[config.mk]
export PLATFORM = sky130hd
export DESIGN_NAME = run_controller
export DESIGN_NICKNAME = d
export VERILOG_FILES = /design/src/rtl/simple_ctl_pkg.sv /design/src/rtl/edge_rise.sv /design/src/rtl/run_controller.sv
export SDC_FILE = /design/constraint.sdc
export NUM_CORES = 1
export LEC_CHECK = 0
export BUFFER_PORTS_ARGS = -buffer_cell sky130_fd_sc_hd__clkbuf_2
export CORE_ASPECT_RATIO = 1.4
export CORE_MARGIN = 4
export CORE_UTILIZATION = 33
export DETAILED_ROUTE_END_ITERATION = 10
export GPL_ROUTABILITY_DRIVEN = 0
export PLACE_DENSITY_LB_ADDON = 0.25
export SLEW_MARGIN = 20
export SYNTH_ARGS = -nofsm -noshare
export SYNTH_HDL_FRONTEND = slang
export SYNTH_SLANG_ARGS = --single-unit
[constraint.sdc]
create_clock -name clk -period 3.1 [get_ports clk]
set_input_delay 0.31 -clock clk [delete_from_list [all_inputs] [get_ports clk]]
set_output_delay 0.31 -clock clk [all_outputs]
set_load 0.02 [all_outputs]
[src/rtl/simple_ctl_pkg.sv]
// rtl/simple_ctl_pkg.sv - shared sequencer state type and datapath sizing constants
package simple_ctl_pkg;

   typedef enum logic [1:0] {
      IDLE = 2'd0,
      RUN  = 2'd1,
      STEP = 2'd2,
      HALT = 2'd3
   } run_state_t;

   localparam int NPHASE_DEF = 5;
   localparam int PC_W_DEF   = 16;

endpackage

[src/rtl/edge_rise.sv]
// rtl/edge_rise.sv - one-bit rising-edge detector for synchronous button levels
module edge_rise (
   input  logic clk,
   input  logic rst_n,
   input  logic d,
   output logic rise
);

   logic d_q;

   always_ff @(posedge clk or negedge rst_n) begin
      if (!rst_n) d_q <= 1'b0;
      else        d_q <= d;
   end

   assign rise = d & ~d_q;

endmodule

[src/rtl/run_controller.sv]
// rtl/run_controller.sv - phase ring and run/step/pause/halt/breakpoint sequencer
module run_controller
   import simple_ctl_pkg::*;
#(
   parameter int NPHASE = NPHASE_DEF,
   parameter int PC_W   = PC_W_DEF,
   parameter int CNT_W  = 16
) (
   input  logic              clk,
   input  logic              rst_n,
   input  logic              exec_lvl,
   input  logic              step_mode,
   input  logic              halt_req,
   input  logic              bp_en,
   input  logic [PC_W-1:0]   bp_addr,
   input  logic [PC_W-1:0]   pc_next,
   output logic [NPHASE-1:0] phase,
   output logic              pc_we,
   output logic              running,
   output logic              halted,
   output logic              bp_hit,
   output logic [CNT_W-1:0]  instr_cnt
);

   run_state_t        state_q, state_d;
   logic [NPHASE-1:0] phase_q, phase_d;
   logic              running_q, running_d;
   logic              halted_q, halted_d;
   logic              bp_hit_q, bp_hit_d;
   logic              pause_q, pause_d;
   logic [CNT_W-1:0]  cnt_q, cnt_d;
   logic              exec_rise;
   logic              boundary;

   edge_rise u_exec_edge (
      .clk   (clk),
      .rst_n (rst_n),
      .d     (exec_lvl),
      .rise  (exec_rise)
   );

   // The ring is all-zero outside RUN/STEP, so the top bit alone marks a boundary.
   assign boundary = phase_q[NPHASE-1];

   always_ff @(posedge clk or negedge rst_n) begin
      if (!rst_n) begin
         state_q   <= IDLE;
         phase_q   <= '0;
         running_q <= 1'b0;
         halted_q  <= 1'b0;
         bp_hit_q  <= 1'b0;
         pause_q   <= 1'b0;
         cnt_q     <= '0;
      end else begin
         state_q   <= state_d;
         phase_q   <= phase_d;
         running_q <= running_d;
         halted_q  <= halted_d;
         bp_hit_q  <= bp_hit_d;
         pause_q   <= pause_d;
         cnt_q     <= cnt_d;
      end
   end

   always_comb begin
      state_d  = state_q;
      phase_d  = phase_q;
      halted_d = halted_q;
      bp_hit_d = bp_hit_q;
      pause_d  = pause_q;
      cnt_d    = cnt_q;
      case (state_q)
         IDLE: begin
            phase_d = '0;
            if (exec_rise) begin
               state_d  = step_mode ? STEP : RUN;
               phase_d  = NPHASE'(1);
               bp_hit_d = 1'b0;
            end
         end
         RUN, STEP: begin
            phase_d = {phase_q[NPHASE-2:0], phase_q[NPHASE-1]};
            if (boundary) begin
               cnt_d = cnt_q + CNT_W'(1);
               // Priority order: HLT, pause request, breakpoint, single-step.
               if (halt_req) begin
                  state_d  = HALT;
                  halted_d = 1'b1;
                  phase_d  = '0;
               end else if (state_q == RUN && (pause_q || exec_rise)) begin
                  state_d = IDLE;
                  pause_d = 1'b0;
                  phase_d = '0;
               end else if (bp_en && pc_next == bp_addr) begin
                  state_d  = IDLE;
                  bp_hit_d = 1'b1;
                  phase_d  = '0;
               end else if (state_q == STEP) begin
                  state_d = IDLE;
                  phase_d = '0;
               end
            end else if (state_q == RUN && exec_rise) begin
               pause_d = 1'b1;
            end
         end
         default: begin
            phase_d = '0;
         end
      endcase
      running_d = (state_d == RUN) || (state_d == STEP);
   end

   assign phase     = phase_q;
   assign pc_we     = phase_q[NPHASE-1] & ~halt_req;
   assign running   = running_q;
   assign halted    = halted_q;
   assign bp_hit    = bp_hit_q;
   assign instr_cnt = cnt_q;

endmodule
* After elaboration in Yosys (flattened, before gate mapping)
Cells that the tools add are included.
** Word-level totals
- Flip-flop bits (word level) :: 28
- Output and inout bits :: 25
- Word-level logic and storage cells :: 63
** Cells by class
- Add/subtract/negate cells :: 1
- Eq/ne operators :: 12
- Multiplexer cells :: 25
- Bitwise logic cells :: 4
- Reductions and logical operators :: 13
** Operator list (number)
- two-way mux 5 bit :: 5
- adder 16 x 1 -> 16 bit, second input constant :: 1
- == test 16 bit :: 1
- two-way mux 2 bit :: 7
- inequality test 2 bit, second input constant :: 6
- two-way mux 1 bit :: 10
- case mux 5 bit (2 select lines) :: 1
- AND reduction 6 bit :: 1
- == test 2 x 1 -> 1 bit, second input constant :: 2
- == test 2 bit, second input constant :: 2
- case mux 2 bit (2 select lines) :: 1
- AND reduction 4 bit :: 1
- nonzero test 2 bit :: 2
- logical AND 1 bit :: 3
- AND reduction 3 bit :: 1
- bitwise AND 1 bit :: 2
- logical NOT 2 bit :: 1
- logical OR 1 bit :: 2
- inequality test 2 x 1 -> 1 bit, second input constant :: 1
- inverter 1 bit :: 2
- case mux 1 bit (2 select lines) :: 1
- AND reduction 2 bit :: 1
- OR reduction 2 bit :: 1

* Logic depth before layout (Yosys ltp)
- Depth in word-level cells :: 10
- Mapped depth :: 10
- Mapped depth without buffers :: 8

* Modules after synthesis
Synthesis repeated with hierarchy kept, for this count alone.
** Second synthesis, totals
- Cells, all modules :: 149
- Area, all modules :: 1561.5 um^2
** By module, submodules not included
- run_controller :: times used 1, cells each 147, area an instance 1522.7 um^2, sequential area each 675.6 um^2
- edge_rise :: times used 1, cells each 2, area an instance 38.8 um^2, sequential area each 25.0 um^2

* Worst setup path after synthesis
Ideal clock, no wire load.
- Kind :: register to register
- Start :: register state_q[0]
- End :: register cnt_q[12] (netlist: instr_cnt[12])
- Arrival :: 1.830 ns
- Slack :: 1.140 ns
- Stages on the path, launching flop included :: 10
- Path buffers :: 2
- Clock period less this slack :: 1.960 ns
- Path through :: dfrtp_1 -> inv_1 -> ha_1 -> buf_4 -> and2_1 -> buf_4 -> nand4_1 -> nor2b_1 -> nand3_1 -> xnor2_1
** On the way
- Word-level cells in the longest chain between the ends :: 3
- Elaborated cells on any way between the ends :: 4
** Ends and longest elaborated chain
- start, declared :: line run_controller.sv:25 : run_state_t state_q, state_d;
- start signal, assigned :: line run_controller.sv:55 : state_q <= state_d;
- == test 2 bit / == test 2 x 1 -> 1 bit (equally long branches) :: line run_controller.sv:72 : case (state_q)
- OR reduction 2 bit * :: line run_controller.sv:72
- AND reduction 2 bit (no line) *
- end signal, assigned :: line run_controller.sv:61 : cnt_q <= cnt_d;
- end, declared :: line run_controller.sv:31 : logic [CNT_W-1:0] cnt_q, cnt_d;
Mark *: on every way between the ends. The rest lies on a longest branch, timed or not.
A chain may end at the register's enable or synchronous reset.

* Worst setup path in the final report
- Start :: register state_q[0]
- End :: register cnt_q[13] (netlist: instr_cnt[13])
Same word-level chain as after synthesis.

==> results_dict.tcl <==
set metrics [dict create \
    clk_pin_slew_ps 100 \
    cts_setup_buffers 0 \
    dieArea_um2 5980 \
    grt.total_usage 0.118 \
    placed_cells 275 \
    fin_area_um2 2010 \
    die_h_um 89.9 \
    htree_num_levels 1 \
    crit_arrival_ps 2470 \
    synth_edf_count 0 \
    rows 29 \
    end_kind "flip-flop" \
    die_w_um 66.5 \
    fmax_mhz 439 \
    fin_worst_skew_ps 12.2 \
    diodes 0 \
    drc_errors 0 \
    crit_required_ps 3290 \
    fin_util 0.440 \
    place_hpwl_um 2730 \
    antenna_left 0 \
    routed-via-count 1323 \
    wl_um 3330 \
    ys.flop_type "dfrtp_1" \
    numPortBuffers 62 \
    setup_viol 0 \
    drv_slew 0 \
    grt_pass1_vias 1343 \
    gr-total-overflow 0 \
    synth_area_per_cell_um2 10.3 \
    vias_per_cell 4.74 \
    postSynthNetCount 198 \
    drive_above_1_share 0.336 \
    first_pass_iters 4 \
    async_reset_ff_frac 1.00 \
    p_leak_nw 1.03 \
    core_um2 4570 \
    worstMarginPinSlew_ps 694 \
    drt_iter0_markers 36 \
    tritoncts "built" \
    ios 63 \
    cts_buffers 3 \
    ir_worst_vdd_mv 0.153 \
    synth_area_um2 1580 \
    syn_inst 154 \
    wire_per_inst_um 11.9 \
    fin_ws_ps 824 \
    rsz0062_at_grt "no" \
    hold_viol_final 0 \
    cts-root-buf "clkbuf_8" \
    final_common_cell "clkbuf_2" \
    finalSetupTns_ps 0 \
    clk_latency_ps 270 \
    instances_no_fill 279 \
    initial_core_util 0.346 \
    synth_cell_types 37 \
    cts.path.max_buffers 2 \
    ys_ff_latch 28 \
    start_kind "flip-flop" \
    antenna_found_initial 0 \
    slew_headroom 0.537 \
    grt_max_degree 29 \
    area_delta_synth_final_pct 27.4 \
    final_nets 262 \
    grt_pass1_wl_um 5780 \
    period_minus_slack_ps 2280 \
    crit_fanout 9 \
    hold_buffers 0 \
    fin_hold_ws_ps 56.7 \
    pre_cts_ws_ps 841 \
    finalCritPeriodShare 0.734 \
    critPathKind "reg -> reg" \
    cts.sinks 28 \
    status "completed" \
    yosysWarnings 0 \
    ys_seq_area_frac 0.443 \
    hp-class "in -> async" \
    power_mw 0.709 \
    cts_resized 0 \
    final_cell_mix "clkbuf_2, dfrtp_1, xnor2_1" \
    place_area_um2 1940 \
    powerDensity_nw_per_um2 352 \
    max_cap_viol_count 0 \
]
[cell usage after synthesis (2+ instances only)]
library cell,instances,area (um^2)
a21o_1,3,22.5
a21oi_1,4,20.0
a31oi_1,2,12.5
and2_1,3,18.8
and3_1,2,12.5
buf_4,2,15.0
dfrtp_1,28,701
ha_1,6,75.1
inv_1,5,18.8
mux2_2,2,22.5
mux2i_1,2,20.0
nand2_1,17,63.8
nand2b_1,3,18.8
nand3_1,6,30.0
nand4_1,5,31.3
nor2_1,8,30.0
nor2b_1,3,18.8
o21a_1,2,15.0
o21ai_0,2,10.0
xnor2_1,23,201
xor2_1,10,87.6
[power breakdown]
part / leakage [nW] / switching, mW / internal (mW) / total [mW]
clock network: 0.0357 / 0.112 / 0.173 / 0.285
registers: 0.379 / 0.000588 / 0.366 / 0.366
logic: 0.618 / 0.0259 / 0.0322 / 0.0581
[final timing paths]
kind / startpoint / endpoint / slack (ps) / depth (start not counted)
setup / recovery: state_q[0] / instr_cnt[13] / 820 / 8
hold / removal: rst_n / instr_cnt[5] / 60 / 1
setup reg to reg: state_q[0] / instr_cnt[13] / 820 / 8
hold reg to reg: instr_cnt[15] / instr_cnt[15] / 470 / 1
max in group asynchronous: rst_n / phase[2] / 2580 / 1
min in group clk: exec_lvl / u_exec_edge.d_q / 170 / 1
[per-layer routing]
layer,global-route usage,share of wire
met5,0,0
met4,0.0254,0.0054
met3,0.0175,0.082
met2,0.212,0.52
met1,0.144,0.39
[logic make-up after synthesis]
| family | Yosys count | synth area share |
|---|---|---|
| muxes | 4 | 0.0269 |
| xor gates and xnor gates | 33 | 0.183 |
| DFF | 28 | 0.443 |
| buffers and inverters | 8 | 0.0285 |
| adders and majority gates | 6 | 0.0475 |
| AOI/OAI and AO/OA | 20 | 0.0879 |
| and+or+nand+nor | 55 | 0.183 |
[cell type report]
cell class,instances,area [um^2]
inverter,5,18.8
fill,489,2560
multi-input combinational,118,835
sequential,28,701
tap,62,77.6
clock inverter,1,30.0
clock buffer,3,41.3
timing repair buffer,62,310
[critical path, cell delays in order (launching register included)]
cell and delay, ps:
dfrtp_1 490, inv_1 120, ha_1 460, and2_1 320
nand3_1 130, nor2_2 200, nand3_1 170, nor2_1 150
xor2_1 160
[sequential cells by signal, indices dropped and copies added (netlist names)]
register and flops:
phase 5, u_exec_edge.d_q 1, instr_cnt 16, halted 1, pause_q 1, bp_hit 1
state_q 2, running 1
No activity file was read; power rests on OpenSTA's default activity.
